## src/rtl/vga_pkg.sv

```systemverilog
// Shared definitions for the VGA DAC output path:
// Bayer 2x2 thresholds, dither-depth check, sync polarity defaults.
package vga_pkg;

  localparam logic HS_POL_DEF = 1'b0;
  localparam logic VS_POL_DEF = 1'b0;

  function automatic logic [1:0] bayer(
    input logic row,
    input logic col
  );
    logic [1:0] b;
    unique case ({row, col})
      2'b00:   b = 2'd0;
      2'b01:   b = 2'd2;
      2'b10:   b = 2'd3;
      default: b = 2'd1;
    endcase
    return b;
  endfunction

  // Scale a 2-bit Bayer index down to the number of dropped bits.
  function automatic logic [1:0] bias_of(
    input logic [1:0] b,
    input int         d
  );
    logic [3:0] t;
    t = {2'b00, b} << d;
    return t[3:2];
  endfunction

  function automatic bit d_ok(input int d);
    return (d == 1) || (d == 2);
  endfunction

endpackage

```

## src/rtl/sync_edge_track.sv

```systemverilog
// Per-sync history: two-stage delay matching the colour pipe,
// plus a leading-edge pulse from the first history stage.
module sync_edge_track #(
  parameter logic POL = 1'b0
) (
  input  logic clk_i,
  input  logic rst_i,
  input  logic s_i,
  output logic edge_o,
  output logic dly_o
);

  logic s1_q;
  logic s2_q;

  always_ff @(posedge clk_i or posedge rst_i) begin
    if (rst_i) begin
      s1_q <= ~POL;
      s2_q <= ~POL;
    end else begin
      s1_q <= s_i;
      s2_q <= s1_q;
    end
  end

  assign edge_o = (s_i == POL) && (s1_q != POL);
  assign dly_o  = s2_q;

endmodule

```

## src/rtl/vga_dither_out.sv

```systemverilog
// 6-bit to 5-bit VGA output stage with 2x2 ordered dithering
// and optional per-frame temporal phase flip; 2-cycle latency.
module vga_dither_out
  import vga_pkg::*;
#(
  parameter int   IN_W     = 6,
  parameter int   OUT_W    = 5,
  parameter logic HS_POL   = HS_POL_DEF,
  parameter logic VS_POL   = VS_POL_DEF,
  parameter int   TEMPORAL = 1
) (
  input  logic             clk_vga,
  input  logic             reset,
  input  logic             dither_en,
  input  logic [IN_W-1:0]  r_i,
  input  logic [IN_W-1:0]  g_i,
  input  logic [IN_W-1:0]  b_i,
  input  logic             hs_i,
  input  logic             vs_i,
  output logic [OUT_W-1:0] r_o,
  output logic [OUT_W-1:0] g_o,
  output logic [OUT_W-1:0] b_o,
  output logic             hs_o,
  output logic             vs_o,
  output logic             frame_o
);

  localparam int D = IN_W - OUT_W;

  if (!d_ok(D)) begin : g_bad_d
    $error("vga_dither_out: IN_W-OUT_W must be 1 or 2");
  end

  logic hs_edge;
  logic vs_edge;

  sync_edge_track #(.POL(HS_POL)) u_hs (
    .clk_i  (clk_vga),
    .rst_i  (reset),
    .s_i    (hs_i),
    .edge_o (hs_edge),
    .dly_o  (hs_o)
  );

  sync_edge_track #(.POL(VS_POL)) u_vs (
    .clk_i  (clk_vga),
    .rst_i  (reset),
    .s_i    (vs_i),
    .edge_o (vs_edge),
    .dly_o  (vs_o)
  );

  logic       x_par_q, x_par_d;
  logic       y_par_q, y_par_d;
  logic       frame_q, frame_d;
  logic       en_q, en_d;
  logic       col;
  logic [1:0] bias;
  logic [1:0] bias_q;

  always_comb begin
    x_par_d = hs_edge ? 1'b0 : ~x_par_q;
    y_par_d = y_par_q;
    if (vs_edge) begin
      y_par_d = 1'b0;
    end else if (hs_edge) begin
      y_par_d = ~y_par_q;
    end
    frame_d = frame_q ^ vs_edge;
    en_d    = vs_edge ? dither_en : en_q;
  end

  always_ff @(posedge clk_vga or posedge reset) begin
    if (reset) begin
      x_par_q <= 1'b0;
      y_par_q <= 1'b0;
      frame_q <= 1'b0;
      en_q    <= 1'b0;
      bias_q  <= 2'd0;
    end else begin
      x_par_q <= x_par_d;
      y_par_q <= y_par_d;
      frame_q <= frame_d;
      en_q    <= en_d;
      bias_q  <= bias;
    end
  end

  assign col  = x_par_q ^ ((TEMPORAL != 0) && frame_q);
  assign bias = en_q ? bias_of(bayer(y_par_q, col), D) : 2'd0;

  assign frame_o = frame_q;

  logic [IN_W-1:0]  cin  [3];
  logic [OUT_W-1:0] cout [3];

  assign cin[0] = r_i;
  assign cin[1] = g_i;
  assign cin[2] = b_i;

  for (genvar c = 0; c < 3; c++) begin : g_ch
    logic [IN_W-1:0]  in_q;
    logic [IN_W:0]    sum;
    logic [OUT_W:0]   shf;
    logic [OUT_W-1:0] out_d;
    logic [OUT_W-1:0] out_q;

    // Sum fits IN_W+1 bits; after >>D the top bit flags overflow.
    assign sum   = {1'b0, in_q} + (IN_W+1)'(bias_q);
    assign shf   = (OUT_W+1)'(sum >> D);
    assign out_d = shf[OUT_W] ? '1 : shf[OUT_W-1:0];

    always_ff @(posedge clk_vga or posedge reset) begin
      if (reset) begin
        in_q  <= '0;
        out_q <= '0;
      end else begin
        in_q  <= cin[c];
        out_q <= out_d;
      end
    end

    assign cout[c] = out_q;
  end

  assign r_o = cout[0];
  assign g_o = cout[1];
  assign b_o = cout[2];

endmodule

```

## config.mk

```make
export PLATFORM = sky130hd
export DESIGN_NAME = vga_dither_out
export DESIGN_NICKNAME = d
export VERILOG_FILES = /design/src/rtl/vga_pkg.sv /design/src/rtl/sync_edge_track.sv /design/src/rtl/vga_dither_out.sv
export SDC_FILE = /design/constraint.sdc
export NUM_CORES = 1
export LEC_CHECK = 0
export CORE_MARGIN = 2
export CORE_UTILIZATION = 42
export CTS_CLUSTER_SIZE = 10
export DETAILED_ROUTE_END_ITERATION = 12
export GPL_ROUTABILITY_DRIVEN = 1
export PLACE_DENSITY = 0.74
export REMOVE_ABC_BUFFERS = 1
export SYNTH_ARGS = -nofsm -noshare
export SYNTH_HDL_FRONTEND = slang
export SYNTH_SLANG_ARGS = --single-unit
export TNS_END_PERCENT = 1
```

## constraint.sdc

```tcl
create_clock -name clk_vga -period 1.3 [get_ports clk_vga]
set_input_delay 0.13 -clock clk_vga [delete_from_list [all_inputs] [get_ports clk_vga]]
set_output_delay 0.13 -clock clk_vga [all_outputs]
set_load 0.03 [all_outputs]
```

==> results of run 1 <==
## timing repair
action,in CTS,in global routing
setup buffers,0,1
gates resized for setup,19,8
pin swaps,1,5
setup endpoints to repair,22,11
## power groups by stage
| stage | clock network (W) | registers (W) | logic, W |
|---|---|---|---|
| 2_1_floorplan | 0 | 0.00173 | 0.000211 |
| 3_3_place_gp | 0 | 0.00156 | 0.000709 |
| 3_5_place_dp | 0 | 0.00157 | 0.000725 |
| 4_1_cts | 0.000672 | 0.00154 | 0.000677 |
| 5_1_grt | 0.000735 | 0.00156 | 0.000755 |
| 6_report | 0.000639 | 0.00153 | 0.000699 |
## layout make-up
class / count / area [sq um]
clock buffer: 7 / 55.05
clock inverter: 1 / 5.005
fill: 288 / 1297
inverter: 2 / 7.507
multi-input combinational: 61 / 432.9
sequential: 42 / 1056
tap: 46 / 57.56
timing repair buffer: 48 / 451.7
## through the flow
stage	TNS [ns]	instances	setup slack (ns)	hold WS, ns	utilization (%)
finish	0	207	0.004040	0.1317	61.42
global route	-0.1072	207	-0.04981	0.1538	61.42
CTS	-0.1004	206	-0.06775	0.1300	60.71
detailed placement	-0.05305	198	-0.04314	0.3552	59.26
global placement	0	198	0.03092	0.3553	59.26
floorplan	0	105	0.03024	0.1345	-
## sequential cells by signal, summed over array words and instances (netlist names)
name        cells
g_o             5
b_o             5
u_vs.s1_q       1
x_par_q         1
r_o             5
u_vs.dly_o      1
bias_q          1
y_par_q         1
u_hs.dly_o      1
u_hs.s1_q       1
frame_o         1
g_ch.in_q      18
en_q            1
## worst min-delay path, delay by kind of cell
family                 cells  cell delay (ns)
buffers and inverters      3             0.72
## logic make-up (layout without fill, tap and decap cells)
logic type      Yosys count  after routing  share of synthesized area, %
compound gates           18             18                         7.973
xor+xnor                  4              4                         2.375
fa+ha+maj                 3              3                         2.545
buf+inv                   2             58                        0.5091
flops                    42             42                         71.59
mux                       2              2                         1.781
simple gates             34             34                         13.23
## placed cells by master, fill, tap and decap left out, types with 2 or more instances in the layout
cell type	count
dfrtp_1	38
clkdlybuf4s50_1	22
dlygate4sd2_1	15
nand3_1	8
buf_4	7
a21oi_1	6
nor2_1	6
clkbuf_4	5
nor2b_1	4
a31oi_1	4
and2_1	4
o21a_1	4
dfstp_2	4
nand4_1	3
xnor2_1	3
ha_2	3
and2_4	2
and4_1	2
a41o_1	2
inv_1	2
nand2_1	2
buf_6	2
## worst max-delay path by stage
stage	startpoint	endpoint	slack (ns)	cells after the start
floorplan	bias_q[0]$_DFF_PP0_	g_o[4]$_DFF_PP0_	0.03	5
global placement	bias_q[0]$_DFF_PP0_	r_o[0]$_DFF_PP0_	0.03	4
detailed placement	bias_q[0]$_DFF_PP0_	g_o[2]$_DFF_PP0_	-0.04	6
CTS	bias_q[0]$_DFF_PP0_	g_o[2]$_DFF_PP0_	-0.07	6
global route	bias_q[0]$_DFF_PP0_	r_o[2]$_DFF_PP0_	-0.05	6
finish	bias_q[0]$_DFF_PP0_	r_o[2]$_DFF_PP0_	0.004	6
## routing by layer
layer,global-route usage [%],routed length [um],vias to the layer above
met5,0,0,-
met2,26.06,1362,30
met1,15.61,1024,480
li1,-,-,487
met3,7.857,203,6
met4,5.707,45,0
==> flow_summary.toml, run 1 <==
[clock_network]
cts_max_level = 2
cts_hold_buf = 0
cts.sinks = 42
cts.root.buffer_cell = "clkbuf_4"
insertion_delay_ns = 0.34
cts_tree = "yes"
cts_buffers = 5
clkTransAtPathRegs_ns = 0.11
clockBufferDepth = 2

[critical_path]
r2r_cells = 6
cp_top_family = "flip-flops"
reg2reg_to = "r_o[2]$_DFF_PP0_"
required_ns = 1.54
path_max_fanout = 5
slowest_delay_ns = 0.42
critPathCaptureType = "register"
rrSetupSlack_ns = 0.004
start_kind = "register"
crit_type = "register to register"
slowest_stage = "dfrtp_1"
worstPathBufferInverterCount = 1
path_cells = "and2_1 -> ha_2 -> buf_6 -> nand4_1 -> nand3_1 -> o21a_1"
cp_data_arrival_time_ns = 1.53
r2r_start = "bias_q[0]$_DFF_PP0_"

[sta]
worst_pin_slew_ns = 0.3197
rsz0062_at_grt = "true"
fmax_mhz = 771.6
skew_ns = 0.007619
hold_viol_final = 0
finalCritPeriodShare_pct = 99.69
slew_headroom_pct = 78.77
period_minus_slack_ns = 1.296
maxSlewViolCount = 0
setup_violations = 0

[power]
switchingPower_w = 0.0008234
p_sw_share_pct = 28.67
seqPwrFrac_pct = 53.4
p_comb_share_pct = 24.3
p_total_w = 0.002872
ir_drop_mv = 0.7902
p_clk_share_pct = 22.3
p_int_w = 0.002049
power.density_mw_per_mm2 = 1390
leakage_nw = 0.9118

[logic_synthesis]
ys_seq_area_share_pct = 71.59
synth_top_cell_area_share_pct = 64.46
synth_cells = 105
ys_types = 23
yosysTopAreaCell = "dfrtp_1"
syn_area_sq_mm = 0.001475
synthTopCellsByCount = "38 x dfrtp_1, 8 x nand3_1, 7 x a21oi_1"
ys.flop_type = "dfrtp_1"
synth_edf_count = 0
synth_seq_cells = 42
synth.avg_cell_area_sq_um = 14.05
async_flop_share_pct = 100.0
synth_most_common_cell = "dfrtp_1"
synthTopCellsByArea = "dfrtp_1 64%, dfstp_2 7.1%, nand3_1 2.7%"
synth.yosys.warnings = 0

[routing]
wl_per_cell_um = 12.73
drc_errors = 0
drt_iter0_drc = 40
vias = 1003
via_per_inst = 4.845
wl_mm = 2.636
drtAntennaViolNets = 0
dr.pass1.iters = 5

[hold_path]
hold_path_class = "input port to asynchronous set/reset pin"

[global_route]
track_usage_pct = 15.13
globalRoute.totalOverflow = 0
grt_pass1_wl_mm = 4.471
grt_max_degree = 43
antenna_found_initial = 0
grt_pass1_vias = 1062

[placement]
placed_area_sq_mm = 0.001993
gp_routability_congestion = 0.8087
dpl.hpwl_mm = 1.965
portBuffers = 40

[layout]
stdcell_area_sq_mm = 0.002066
layout-drive-gt1-share_pct = 20.50
nNetsFinal = 186
n_antenna_cell = 0
area_growth_pct = 40.03

[floorplanning]
ioPinCount = 41
rows = 21
fp.dieW_um = 63.27
die_area_sq_mm = 0.004002
start_util_pct = 43.86
die_h_um = 63.27
coreArea_sq_mm = 0.003363

[job]
drv_cap = 0

[outcome]
run_status = "finished, final reports clean"
Power figures use the tool's default switching activity.
==> run 2: changes to the inputs <==
--- a/config.mk
+++ b/config.mk
@@ -6,12 +6,13 @@
 export NUM_CORES = 1
 export LEC_CHECK = 0
 export CORE_MARGIN = 2
-export CORE_UTILIZATION = 42
+export CORE_UTILIZATION = 40
 export CTS_CLUSTER_SIZE = 10
 export DETAILED_ROUTE_END_ITERATION = 12
 export GPL_ROUTABILITY_DRIVEN = 1
-export PLACE_DENSITY = 0.74
+export PLACE_DENSITY = 0.71
 export REMOVE_ABC_BUFFERS = 1
+export SLEW_MARGIN = 20
 export SYNTH_ARGS = -nofsm -noshare
 export SYNTH_HDL_FRONTEND = slang
 export SYNTH_SLANG_ARGS = --single-unit
==> run 2 against run 1 <==
The run now ends with negative setup slack left. Register-to-register slack is essentially flat. Largest power group unchanged. Largest cell class unchanged. Clock power is 56% higher. Critical endpoint is now b_o[2]$_DFF_PP0_. Sequential share of layout area shrank 0.88 points.
==> flow_summary.toml, run 2 (synthesized netlist as in run 1, its figures left out) <==
[routing]
drt_iter0_drc = 33
wl_mm = 2.753
via_per_inst = 4.900
wl_per_cell_um = 13.17
vias = 1024
drtAntennaViolNets = 0
dr.pass1.iters = 4
drc_errors = 0

[floorplanning]
die_h_um = 64.73
ioPinCount = 41
fp.dieW_um = 64.73
die_area_sq_mm = 0.004190
rows = 22
coreArea_sq_mm = 0.003606
start_util_pct = 40.91

[layout]
mostFrequentLayoutCell = "dfrtp_1"
multi_input_comb_area_sq_um = 429.2
area_growth_pct = 42.49
stdcell_count = 209
ff_latch_area_sq_mm = 0.001056
largest_reg_flops = 18
layout-drive-gt1-share_pct = 19.25
fill_cells = 322
nNetsFinal = 186
regMostFlops = "g_ch.in_q"
n_antenna_cell = 0
final_cell_mix = "38 x dfrtp_1, 22 x clkdlybuf4s50_1, 16 x dlygate4sd2_1, 9 x buf_4, 8 x nand3_1"

[clock_network]
cts.sinks = 42
clkTransAtPathRegs_ns = 0.08
cts_max_level = 2
cts.root.buffer_cell = "clkbuf_8"
clockBufferDepth = 2
insertion_delay_ns = 0.29
cts_buffers = 5
cts_tree = "yes"
cts_setup_buffers = 0

[placement]
gp_routability_congestion = 0.8320
dpl.cell_count = 201
dpl.hpwl_mm = 1.917
portBuffers = 40

[critical_path]
crit_type = "register to register"
critPathCaptureType = "register"
cp_data_arrival_time_ns = 1.49
required_ns = 1.48
start_kind = "register"
path_max_fanout = 6

[power]
power.density_mw_per_mm2 = 1530
ir_drop_mv = 0.7425
leakage_nw = 0.9242
p_total_w = 0.003216

[sta]
slew_headroom_pct = 77.73
finalCritPeriodShare_pct = 100.7
rsz0062_at_grt = "true"
setup_ws_ns = -0.009224
skew_ns = 0.004542
setup_violations = 1
period_minus_slack_ns = 1.309
maxSlewViolCount = 0
worst_pin_slew_ns = 0.3341
fmax_mhz = 763.8
hold_viol_final = 0

[global_route]
grt_pass1_vias = 1068
globalRoute.totalOverflow = 0
antenna_found_initial = 0
grt_max_degree = 29
track_usage_pct = 15.38
grt_pass1_wl_mm = 4.795

[outcome]
failed_checks = "negative setup slack"
run_status = "finished, violations left"

[hold_path]
hold_path_class = "input port to asynchronous set/reset pin"

[job]
drv_cap = 0
-- run 2: cell count changes in the layout (fill, tap and decap cells not counted), sizes merged --
| cell | before | now |
|---|---|---|
| clkinv | 1 | 0 |
| clkinvlp | 0 | 1 |
| clkbuf | 8 | 6 |
| bufinv | 0 | 1 |
| dlygate4sd2 | 15 | 16 |
-- run 2: final timing paths --
path	startpoint	endpoint	slack, ns	cells after the start
worst max register to register	bias_q[0]$_DFF_PP0_	b_o[2]$_DFF_PP0_	-0.009	6
min in group clk_vga	vs_i	u_vs.s1_q$_DFF_PP1_	0.26	1
worst min register to register	u_hs.s1_q$_DFF_PP1_	u_hs.dly_o$_DFF_PP1_	0.37	0
worst min-delay path	reset	g_ch[2].in_q[1]$_DFF_PP0_	0.15	3
max in group asynchronous	reset	g_o[2]$_DFF_PP0_	0.83	3
worst max-delay path	bias_q[0]$_DFF_PP0_	b_o[2]$_DFF_PP0_	-0.009	6
-- run 2: cell type report --
class	instances	area share, %
sequential	42	50.24
clock inverter	2	1.786
clock buffer	6	3.452
tap	48	2.857
inverter	2	0.3571
multi-input combinational	61	20.42
timing repair buffer	48	20.89
-- run 2: timing repair --
action                     4_1_cts  5_1_grt
resized for setup               17        7
setup endpoints to repair       22       10
pin swaps                        2        4
hold buffers                     0        0
cloned                           0        0
hold endpoints to repair         0        0
-- run 2: worst max-delay path: stages (launching register included) --
cell and delay, ns:
dfrtp_1 0.42, and2_1 0.15, ha_1 0.20, buf_4 0.14, nand4_1 0.07, nand3_1 0.09
o21a_1 0.13
-- run 2: per-stage QoR --
step	setup TNS, ns	setup slack (ns)	hold slack (ns)	area [sq um]	util, %
after global routing	-0.3359	-0.08062	0.1651	2102	58.29
after detailed placement	-0.003152	-0.003152	0.3556	1991	55.20
after floorplan	0	0.03024	0.1345	1475	-
after CTS	-0.01251	-0.006982	0.1537	2083	57.77
after global placement	0	0.02625	0.3547	1991	55.20
final	-0.009224	-0.009224	0.1517	2102	58.29
-- run 2: metal layers --
layer	routed length (um)	up-vias	global-route usage (%)
li1	-	485	-
met5	0	-	0
met2	1386	38	24.74
met3	211	4	7.639
met4	20	0	5.053
met1	1134	497	17.91
-- run 2: where the power goes --
group	total [W]	internal, W	switching (W)
Combinational	0.000671	0.000315	0.000356
Clock	0.00100	0.000573	0.000432
Sequential	0.00154	0.00145	0.0000856
